### src/rtl/bran_pred_pkg.sv
// Shared types and counter constants for the branch predictor.
package bran_pred_pkg;

    // Field widths are sized for the largest supported configuration.
    // Narrower instances zero-extend into these fields.
    localparam int MAX_ADDR_W    = 30;
    localparam int MAX_CTR_BITS  = 4;
    localparam int MAX_HIST_BITS = 8;

    typedef struct packed {
        logic                    valid;
        logic [MAX_ADDR_W-1:0]   tag;
        logic [MAX_ADDR_W-1:0]   target;
        logic [MAX_CTR_BITS-1:0] ctr;
    } btb_entry_t;

    typedef logic [MAX_HIST_BITS-1:0] hist_t;

    // Weakly-taken value: the MSB alone set.
    function automatic logic [MAX_CTR_BITS-1:0] ctr_wt(input int bits);
        return MAX_CTR_BITS'(1) << (bits - 1);
    endfunction

    // Weakly-not-taken value: one below weakly-taken.
    function automatic logic [MAX_CTR_BITS-1:0] ctr_wn(input int bits);
        return ctr_wt(bits) - MAX_CTR_BITS'(1);
    endfunction

endpackage

### src/rtl/bran_pred_param_sat_counter.sv
// Saturating up/down next-value function for a direction counter.
module sat_counter #(
    parameter int CTR_BITS = 2
) (
    input  logic [CTR_BITS-1:0] ctr,
    input  logic                inc,
    output logic [CTR_BITS-1:0] ctr_nxt
);

    localparam logic [CTR_BITS-1:0] CTR_MAX = '1;

    // Step toward the outcome, holding at either limit.
    always_comb begin
        ctr_nxt = ctr;
        if (inc) begin
            if (ctr != CTR_MAX) ctr_nxt = ctr + CTR_BITS'(1);
        end else begin
            if (ctr != '0) ctr_nxt = ctr - CTR_BITS'(1);
        end
    end

endmodule

### src/rtl/bran_pred_param.sv
// Direct-mapped BTB with saturating direction counters and optional
// gshare indexing. Lookup is combinational; training is one update
// per resolved branch, applied on the following clock edge.
module bran_pred_param
    import bran_pred_pkg::*;
#(
    parameter int ADDR_W    = 30,
    parameter int ENTRIES   = 16,
    parameter int CTR_BITS  = 2,
    parameter int HIST_BITS = 0
) (
    input  logic                                   CLK,
    input  logic                                   RST,
    input  logic [ADDR_W-1:0]                      lkp_addr,
    output logic                                   lkp_hit,
    output logic                                   lkp_take,
    output logic [ADDR_W-1:0]                      lkp_target,
    output logic [((HIST_BITS > 0) ? HIST_BITS : 1)-1:0] lkp_hist,
    input  logic                                   upd_en,
    input  logic [ADDR_W-1:0]                      upd_addr,
    input  logic [((HIST_BITS > 0) ? HIST_BITS : 1)-1:0] upd_hist,
    input  logic                                   upd_taken,
    input  logic [ADDR_W-1:0]                      upd_target
);

    localparam int IDX_W = $clog2(ENTRIES);
    localparam int HW    = (HIST_BITS > 0) ? HIST_BITS : 1;

    btb_entry_t              tbl_q [ENTRIES];
    logic [HW-1:0]           hist_q;
    logic [IDX_W-1:0]        lkp_idx;
    logic [IDX_W-1:0]        upd_idx;
    logic [MAX_ADDR_W-1:0]   lkp_tag;
    logic [MAX_ADDR_W-1:0]   upd_tag;
    btb_entry_t              lkp_e;
    btb_entry_t              upd_e;
    logic                    upd_match;
    logic [CTR_BITS-1:0]     ctr_nxt;

    generate
        if (HIST_BITS > 0) begin : g_gshare
            assign lkp_idx = lkp_addr[IDX_W-1:0] ^ IDX_W'(hist_q);
            assign upd_idx = upd_addr[IDX_W-1:0] ^ IDX_W'(upd_hist);

            if (HW == 1) begin : g_h1
                // Single-bit history simply records the last outcome.
                always_ff @(posedge CLK) begin
                    if (RST)         hist_q <= '0;
                    else if (upd_en) hist_q <= upd_taken;
                end
            end else begin : g_hn
                // Shift each resolved outcome into the global history.
                always_ff @(posedge CLK) begin
                    if (RST)         hist_q <= '0;
                    else if (upd_en) hist_q <= {hist_q[HW-2:0], upd_taken};
                end
            end
        end else begin : g_bimodal
            logic unused_hist;
            assign lkp_idx     = lkp_addr[IDX_W-1:0];
            assign upd_idx     = upd_addr[IDX_W-1:0];
            assign hist_q      = '0;
            assign unused_hist = ^upd_hist;
        end
    endgenerate

    assign lkp_tag = MAX_ADDR_W'(lkp_addr[ADDR_W-1:IDX_W]);
    assign upd_tag = MAX_ADDR_W'(upd_addr[ADDR_W-1:IDX_W]);

    // Lookup path: read the indexed entry as it stands before any update.
    always_comb begin
        lkp_e      = tbl_q[lkp_idx];
        lkp_hit    = lkp_e.valid && (lkp_e.tag == lkp_tag);
        lkp_take   = lkp_hit && lkp_e.ctr[CTR_BITS-1];
        lkp_target = lkp_e.target[ADDR_W-1:0];
        lkp_hist   = hist_q;
    end

    // Update path: find whether the resolving branch owns its slot.
    always_comb begin
        upd_e     = tbl_q[upd_idx];
        upd_match = upd_e.valid && (upd_e.tag == upd_tag);
    end

    sat_counter #(
        .CTR_BITS (CTR_BITS)
    ) u_sat (
        .ctr     (upd_e.ctr[CTR_BITS-1:0]),
        .inc     (upd_taken),
        .ctr_nxt (ctr_nxt)
    );

    // Train the table: bump a matching entry, or allocate on a taken miss.
    always_ff @(posedge CLK) begin
        if (RST) begin
            for (int i = 0; i < ENTRIES; i++) begin
                tbl_q[i] <= '{valid: 1'b0, tag: '0, target: '0,
                              ctr: ctr_wn(CTR_BITS)};
            end
        end else if (upd_en) begin
            if (upd_match) begin
                tbl_q[upd_idx].ctr <= MAX_CTR_BITS'(ctr_nxt);
                if (upd_taken) tbl_q[upd_idx].target <= MAX_ADDR_W'(upd_target);
            end else if (upd_taken) begin
                tbl_q[upd_idx] <= '{valid: 1'b1, tag: upd_tag,
                                    target: MAX_ADDR_W'(upd_target),
                                    ctr: ctr_wt(CTR_BITS)};
            end
        end
    end

endmodule

### config.mk
export PLATFORM = sky130hd
export DESIGN_NAME = bran_pred_param
export DESIGN_NICKNAME = d
export VERILOG_FILES = /design/src/rtl/bran_pred_pkg.sv /design/src/rtl/bran_pred_param_sat_counter.sv /design/src/rtl/bran_pred_param.sv
export SDC_FILE = /design/constraint.sdc
export NUM_CORES = 1
export LEC_CHECK = 0
export CAP_MARGIN = 15
export CELL_PAD_IN_SITES_DETAIL_PLACEMENT = 0
export CELL_PAD_IN_SITES_GLOBAL_PLACEMENT = 2
export CORE_ASPECT_RATIO = 1.4
export CORE_UTILIZATION = 50
export CTS_CLUSTER_SIZE = 8
export DETAILED_ROUTE_END_ITERATION = 7
export MAX_ROUTING_LAYER = met4
export PLACE_DENSITY_LB_ADDON = 0.1
export REMOVE_ABC_BUFFERS = 1
export SYNTH_ARGS = -nofsm -noshare
export SYNTH_HDL_FRONTEND = slang
export SYNTH_HIERARCHICAL = 1
export SYNTH_SLANG_ARGS = --single-unit
### constraint.sdc
create_clock -name CLK -period 6.7 [get_ports CLK]
set_input_delay 0.67 -clock CLK [delete_from_list [all_inputs] [get_ports CLK]]
set_output_delay 0.67 -clock CLK [all_outputs]
set_load 0.02 [all_outputs]
==> results of run 1 <==
power groups by stage:
stage	registers (mW)	clock network (mW)	logic, mW
after global routing	6.95	6.47	1.60
after floorplan	6.99	0	0.776
final	6.93	6.19	1.54
after global placement	7.01	0	1.53
after detailed placement	7.04	0	1.54
after CTS	6.93	6.25	1.55
layer usage:
layer	share of wire [%]	wire, µm
met4	4.7	7280
met5	0	0
met1	36	55000
met3	7.7	11800
met2	52	79500
cell type report:
class                   instances  area [µm²]
fillers                      7262       40300
clock inverters                10         103
flip-flops and latches        944       28200
repair buffers                237        2230
diodes                          9        22.5
clock buffers                 155        3580
multi-input cells            1731       17800
well taps                    1215        1520
inverters                      27         101
through the flow:
step | cells | power [mW] | hold slack, ns | setup slack [ns]
global placement | 4154 | 8.54 | 0.482 | 1.34
finish | 4328 | 14.7 | 0.507 | 1.53
floorplan | 2702 | 7.76 | 0.463 | -5.82
global route | 4326 | 15.0 | 0.530 | 1.37
CTS | 4319 | 14.7 | 0.507 | 1.51
detailed placement | 4154 | 8.58 | 0.495 | 1.34
logic make-up after synthesis:
family / share of synthesized area, %
simple gates: 13.6
flops: 59.5
mux: 20.4
buf+inv: 3.18
compound gates: 2.12
xor+xnor: 1.09
fa+ha+maj: 0.0476
other cells: 0.00792
how the worst min path moves through the flow:
stage,end,depth (start not counted),from
finish,tbl_q[14][58]$_SDFFE_PN1P_,1,tbl_q[14][58]$_SDFFE_PN1P_
global route,tbl_q[15][58]$_SDFFE_PN1P_,1,tbl_q[15][58]$_SDFFE_PN1P_
CTS,tbl_q[14][58]$_SDFFE_PN1P_,1,tbl_q[14][58]$_SDFFE_PN1P_
detailed placement,tbl_q[0][58]$_SDFFE_PN1P_,1,tbl_q[0][58]$_SDFFE_PN1P_
global placement,tbl_q[0][58]$_SDFFE_PN1P_,1,tbl_q[0][58]$_SDFFE_PN1P_
floorplan,tbl_q[0][58]$_SDFFE_PN1P_,1,tbl_q[0][58]$_SDFFE_PN1P_
layout by cell type (no fill, tap or decap), types with 8 or more instances in the layout:
master,instances
o21ai_0,21
inv_1,22
buf_12,11
a22o_1,19
and3_1,487
o31ai_1,16
nor2_4,9
mux2i_1,66
nand3_1,10
and2_1,423
mux4_2,395
a21oi_1,10
buf_4,103
clkdlybuf4s50_1,116
nand2_2,10
a22oi_1,8
xor2_1,31
a21o_2,16
nand2_1,41
clkbuf_16,141
nand4_1,8
clkbuf_1,14
diode_2,9
edfxtp_1,928
nor4_1,10
nor2_1,22
xnor2_1,28
dfxtp_1,16
critical path, stage by stage:
cell             delay [ns]
buf_8                  0.56
mux4_2                 0.61
mux4_2                 0.52
xor2_1                 0.27
nor4_1                 0.73
nand3_1                0.19
nor3b_1                0.23
clkdlybuf4s50_1        0.64
==> impl_metrics.csv, run 1 <==
group,metric,value,unit
cts,clk_path_buf_depth,3,
finish,fin_area,53600,µm²
floorplan,start_util,50.4,%
critical_path,ff2ff_path_depth,10,
logic_synthesis,avgSynthCellArea,15.5,µm²
timing,final-hold-violation-count,0,
cts,postCtsHoldBufs,0,
routing,ant_nets,0,
finish,final_core_util,57.1,%
logic_synthesis,synth_most_common_cell,"edfxtp_1",
cts,cts_resized,0,
power_and_ir_drop,p_int,11.2,mW
cts,worst_skew_pair.late_latency,0.75,ns
timing,clock_skew,0.0201,ns
floorplan,die_h,366,µm
logic_synthesis,synth_area_leaders,"edfxtp_1 59%, mux4_2 19%, and3_1 6.5%",
cts,clock_sinks,944,
power_and_ir_drop,irDropWorstVdd,0.000295,V
routing,avgRoutedWirePerCell,35.5,µm
logic_synthesis,synth_top_flop_cell,"edfxtp_1",
logic_synthesis,synth_enable_flop_cells,928,
worst_hold_path,hp-class,"flip-flop to flip-flop",
global_route,grt_pass1_vias,30300,
critical_path,end_kind,"primary output",
routing,viasPerCell,6.77,
finish,area_delta_synth_final,13.2,%
logic_synthesis,netlist_instances,3055,
power_and_ir_drop,p_clk_share,42.2,%
run_status,status,"completed",
cts,cts_tree,"built",
power_and_ir_drop,p_seq_share,47.3,%
logic_synthesis,synthDistinctLibCells,64,
logic_synthesis,ys_warn_count,6,
cts,cts_buffers,136,
cts,postCtsSetupBuffers,0,
global_route,grt-ovfl-total,0,
logic_synthesis,synth_top_area_share,58.9,%
power_and_ir_drop,swShare,23.7,%
global_route,grt_busiest_layer,"met2",
global_route,grtUsageMet2,55.6,%
critical_path,timing.rr.start,"tbl_q[5][37]$_DFFE_PP_",
timing,tightestPinTransition,1.22,ns
cts,htreeDepth,4,
global_route,gr-usage-met1,39.7,%
critical_path,path_class,"input pin to primary output",
timing,relSlewSlack,18.7,%
finish,reg.largest.list,"tbl_q (944)",
critical_path,cp.arrival,4.50,ns
finish,largest_reg_flops,944,
power_and_ir_drop,p_leak,20.0,nW
placement,globalplace.congestion,0.877,
routing,dr.first_iter.drc_count,3198,
critical_path,start_kind,"input pin",
global_route,antenna_found_initial,11,
logic_synthesis,ys_seq_elements,944,
logic_synthesis,ys_seq_area_share,59.5,%
routing,vias,29300,
logic_synthesis,netlist_area,47300,µm²
critical_path,worstPathRequired,6.03,ns
placement,placed_cell_area,49900,µm²
critical_path,rrSetupSlack,2.40,ns
logic_synthesis,ys_async_sr_fraction,0,%
routing,routed_wl,154,mm
global_route,grt_max_degree,173,
floorplan,rows,133,
finish,largest-register,"tbl_q",
power_and_ir_drop,p_switching,3.47,mW
power_and_ir_drop,p_comb_share,10.5,%
critical_path,rr_endpoint,"tbl_q[8][47]$_DFFE_PP_",
logic_synthesis,synth_common_cells,"928 x edfxtp_1, 489 x and3_1, 423 x and2_1",
critical_path,crit_end,"lkp_take",
global_route,grt_pass1_wl,217,mm
timing,period_needed,5.17,ns
placement,io_buffers,125,
finish,fin_nets,3172,
routing,drc,0,
floorplan,io_pins,128,
logic_synthesis,synth_top_area_cell,"edfxtp_1",
cts,clkSlewWorstSetupHoldPaths,0.05,ns
job,cap_violations,0,
timing,rsz0062_at_grt,"no",
floorplan,dieArea,95900,µm²
floorplan,core_area,93900,µm²
global_route,grt_usage,33.5,%
timing,tns,0,ns
critical_path,critPathLaunch,"lkp_addr[0]",
critical_path,cp_max_fo,58,
global_route,met3_usage,5.80,%
power_and_ir_drop,powerDensity,274,nW/µm²
timing,fmax,194,MHz
routing,drt-pass1-iter-count,5,
placement,hpwl,87.4,mm
timing,setup_viol_count_final,0,
finish,drive_above_1_share,23.6,%
cts,cts_root_buffer,"clkbuf_16",
timing,finalCritPeriodShare,77.1,%
timing,drv_slew,0,
floorplan,die_w,262,µm
Note: power is estimated with default switching activity, not from simulation.
==> run 2: changes to the inputs <==
--- a/config.mk
+++ b/config.mk
@@ -9,7 +9,7 @@
 export CELL_PAD_IN_SITES_DETAIL_PLACEMENT = 0
 export CELL_PAD_IN_SITES_GLOBAL_PLACEMENT = 2
 export CORE_ASPECT_RATIO = 1.4
-export CORE_UTILIZATION = 50
+export CORE_UTILIZATION = 42
 export CTS_CLUSTER_SIZE = 8
 export DETAILED_ROUTE_END_ITERATION = 7
 export MAX_ROUTING_LAYER = met4
==> constraint.sdc (replaced) <==
create_clock -name CLK -period 4.43 [get_ports CLK]
set_input_delay 0.443 -clock CLK [delete_from_list [all_inputs] [get_ports CLK]]
set_output_delay 0.443 -clock CLK [all_outputs]
set_load 0.02 [all_outputs]
==> impl_metrics.csv, run 2 (same netlist as run 1, synthesis figures left out) <==
group,metric,value,unit
critical_path,timing.rr.start,"tbl_q[15][45]$_DFFE_PP_",
global_route,grt_pass1_vias,31000,
timing,timing.hold.ws,0.498,ns
finish,largest-register,"tbl_q",
placement,dp.cells,4532,
routing,ant_nets,0,
finish,final_common_cell,"edfxtp_1",
placement,globalplace.congestion,0.900,
routing,vias,29300,
critical_path,ff2ff_path_depth,11,
critical_path,cp_max_fo,2,
power_and_ir_drop,p_switching,5.44,mW
timing,rsz0062_at_grt,"no",
cts,postCtsHoldBufs,0,
global_route,antenna_found_initial,18,
critical_path,end_kind,"primary output",
cts,clk_path_buf_depth,3,
global_route,grt_max_degree,63,
timing,relSlewSlack,39.9,%
global_route,grt_pass1_wl,230,mm
finish,fin_area,55600,µm²
power_and_ir_drop,p_seq_share,46.7,%
finish,mostFrequentLayoutCells,"928 x edfxtp_1, 487 x and3_1, 422 x and2_1, 395 x mux4_2, 167 x buf_4",
placement,io_buffers,125,
power_and_ir_drop,p_clk_share,42.0,%
floorplan,dieArea,114000,µm²
cts,cts_resized,0,
finish,drive_above_1_share,26.5,%
timing,fin_ws,0.170,ns
power_and_ir_drop,p_int,17.0,mW
timing,period_needed,4.26,ns
floorplan,io_pins,128,
timing,setup_viol_count_final,0,
global_route,grt-ovfl-total,0,
cts,cts_buffers,136,
timing,final-hold-violation-count,0,
floorplan,die_h,399,µm
timing,finalCritPeriodShare,96.2,%
power_and_ir_drop,p_leak,20.8,nW
routing,routed_wl,163,mm
timing,fmax,235,MHz
run_status,status,"completed",
cts,clock_sinks,944,
floorplan,start_util,42.4,%
routing,dr.first_iter.drc_count,2908,
power_and_ir_drop,swShare,24.3,%
routing,drc,0,
cts,cts_tree,"built",
cts,worst_skew_pair.late_latency,0.76,ns
critical_path,path_class,"flip-flop to primary output",
floorplan,core_area,112000,µm²
timing,clock_skew,0.0306,ns
timing,tightestPinTransition,0.901,ns
power_and_ir_drop,irDropWorstVdd,0.000284,V
cts,postCtsSetupBuffers,0,
power_and_ir_drop,powerDensity,403,nW/µm²
routing,viasPerCell,6.22,
routing,avgRoutedWirePerCell,34.7,µm
placement,hpwl,97.0,mm
finish,fin_nets,3295,
floorplan,die_w,286,µm
finish,nFillCells,9378,
worst_hold_path,hp-class,"flip-flop to flip-flop",
worst_hold_path,min_to,"tbl_q[6][58]$_SDFFE_PN1P_",
job,cap_violations,0,
worst_hold_path,hold_depth,1,
finish,area_delta_synth_final,17.5,%
placement,placed_cell_area,51900,µm²
floorplan,rows,145,
critical_path,rr_endpoint,"tbl_q[12][36]$_DFFE_PP_",
critical_path,worstPathRequired,3.99,ns
finish,finalNonFillerCells,4712,
cts,clkSlewWorstSetupHoldPaths,0.05,ns
critical_path,rrSetupSlack,0.45,ns
critical_path,start_kind,"flip-flop",
placement,pre_cts_ws,0.0135,ns
global_route,grt_usage,30.0,%
power_and_ir_drop,p_comb_share,11.2,%
finish,largest_reg_flops,944,
cts,cts_root_buffer,"clkbuf_16",
cts,htreeDepth,4,
timing,drv_slew,0,
critical_path,cp.arrival,3.82,ns
routing,drt-pass1-iter-count,7,
finish,reg.largest.list,"tbl_q (944)",
worst_hold_path,min_from,"tbl_q[6][58]$_SDFFE_PN1P_",
timing,tns,0,ns
==> run 2: worst max path at each step <==
stage                             from  slack [ns]                       to  cells past startpoint
4_1_cts        tbl_q[12][42]$_DFFE_PP_        0.09                 lkp_take                      7
3_3_place_gp               upd_addr[0]        0.02   tbl_q[0][50]$_DFFE_PP_                     14
3_5_place_dp               upd_addr[0]        0.01  tbl_q[15][45]$_DFFE_PP_                     14
2_1_floorplan              upd_addr[0]       -7.86   tbl_q[12][1]$_DFFE_PP_                      7
6_report        tbl_q[7][42]$_DFFE_PP_        0.17                 lkp_take                      7
5_1_grt        tbl_q[12][42]$_DFFE_PP_        0.06                 lkp_take                      7
==> run 2: layout make-up <==
type / count / area [µm²] / share of cell area (%)
sequential: 944 / 28200 / 50.7
multi-input combinational: 1731 / 17800 / 32.1
timing repair buffer: 360 / 3910 / 7.03
clock buffer: 157 / 3510 / 6.32
tap: 1470 / 1840 / 3.31
clock inverter: 14 / 210 / 0.378
inverter: 27 / 101 / 0.182
antenna: 9 / 22.5 / 0.0405
==> run 2: through the flow <==
stage / power [mW] / utilization, %
detailed placement: 13.2 / 46.5
floorplan: 11.7 / -
global placement: 13.1 / 46.5
global route: 23.1 / 49.9
finish: 22.4 / 49.9
CTS: 22.6 / 49.8
==> run 2: power by group through the flow <==
stage | clock, mW | sequential [mW] | combinational, mW
after global routing | 9.91 | 10.5 | 2.64
after floorplan | 0 | 10.6 | 1.17
after global placement | 0 | 10.6 | 2.54
final | 9.43 | 10.5 | 2.52
after CTS | 9.60 | 10.5 | 2.56
after detailed placement | 0 | 10.6 | 2.55
==> run 2: layer usage <==
metal  vias up  global-route usage, %  routed length, µm
met4         0                   11.9               6540
met2      1351                   53.2              87600
li1      12200                      -                  -
met3       324                   4.66              10700
met1     15400                   33.7              58600
met5         -                      -                  0
==> run 2: critical path: stages, from the launching register on <==
cell and delay [ns]:
edfxtp_1 0.40, mux4_2 0.50, mux4_2 0.50, xor2_1 0.27, nor4_1 0.35, nand3_1 0.17, nor3b_1 0.24, clkdlybuf4s50_1 0.64
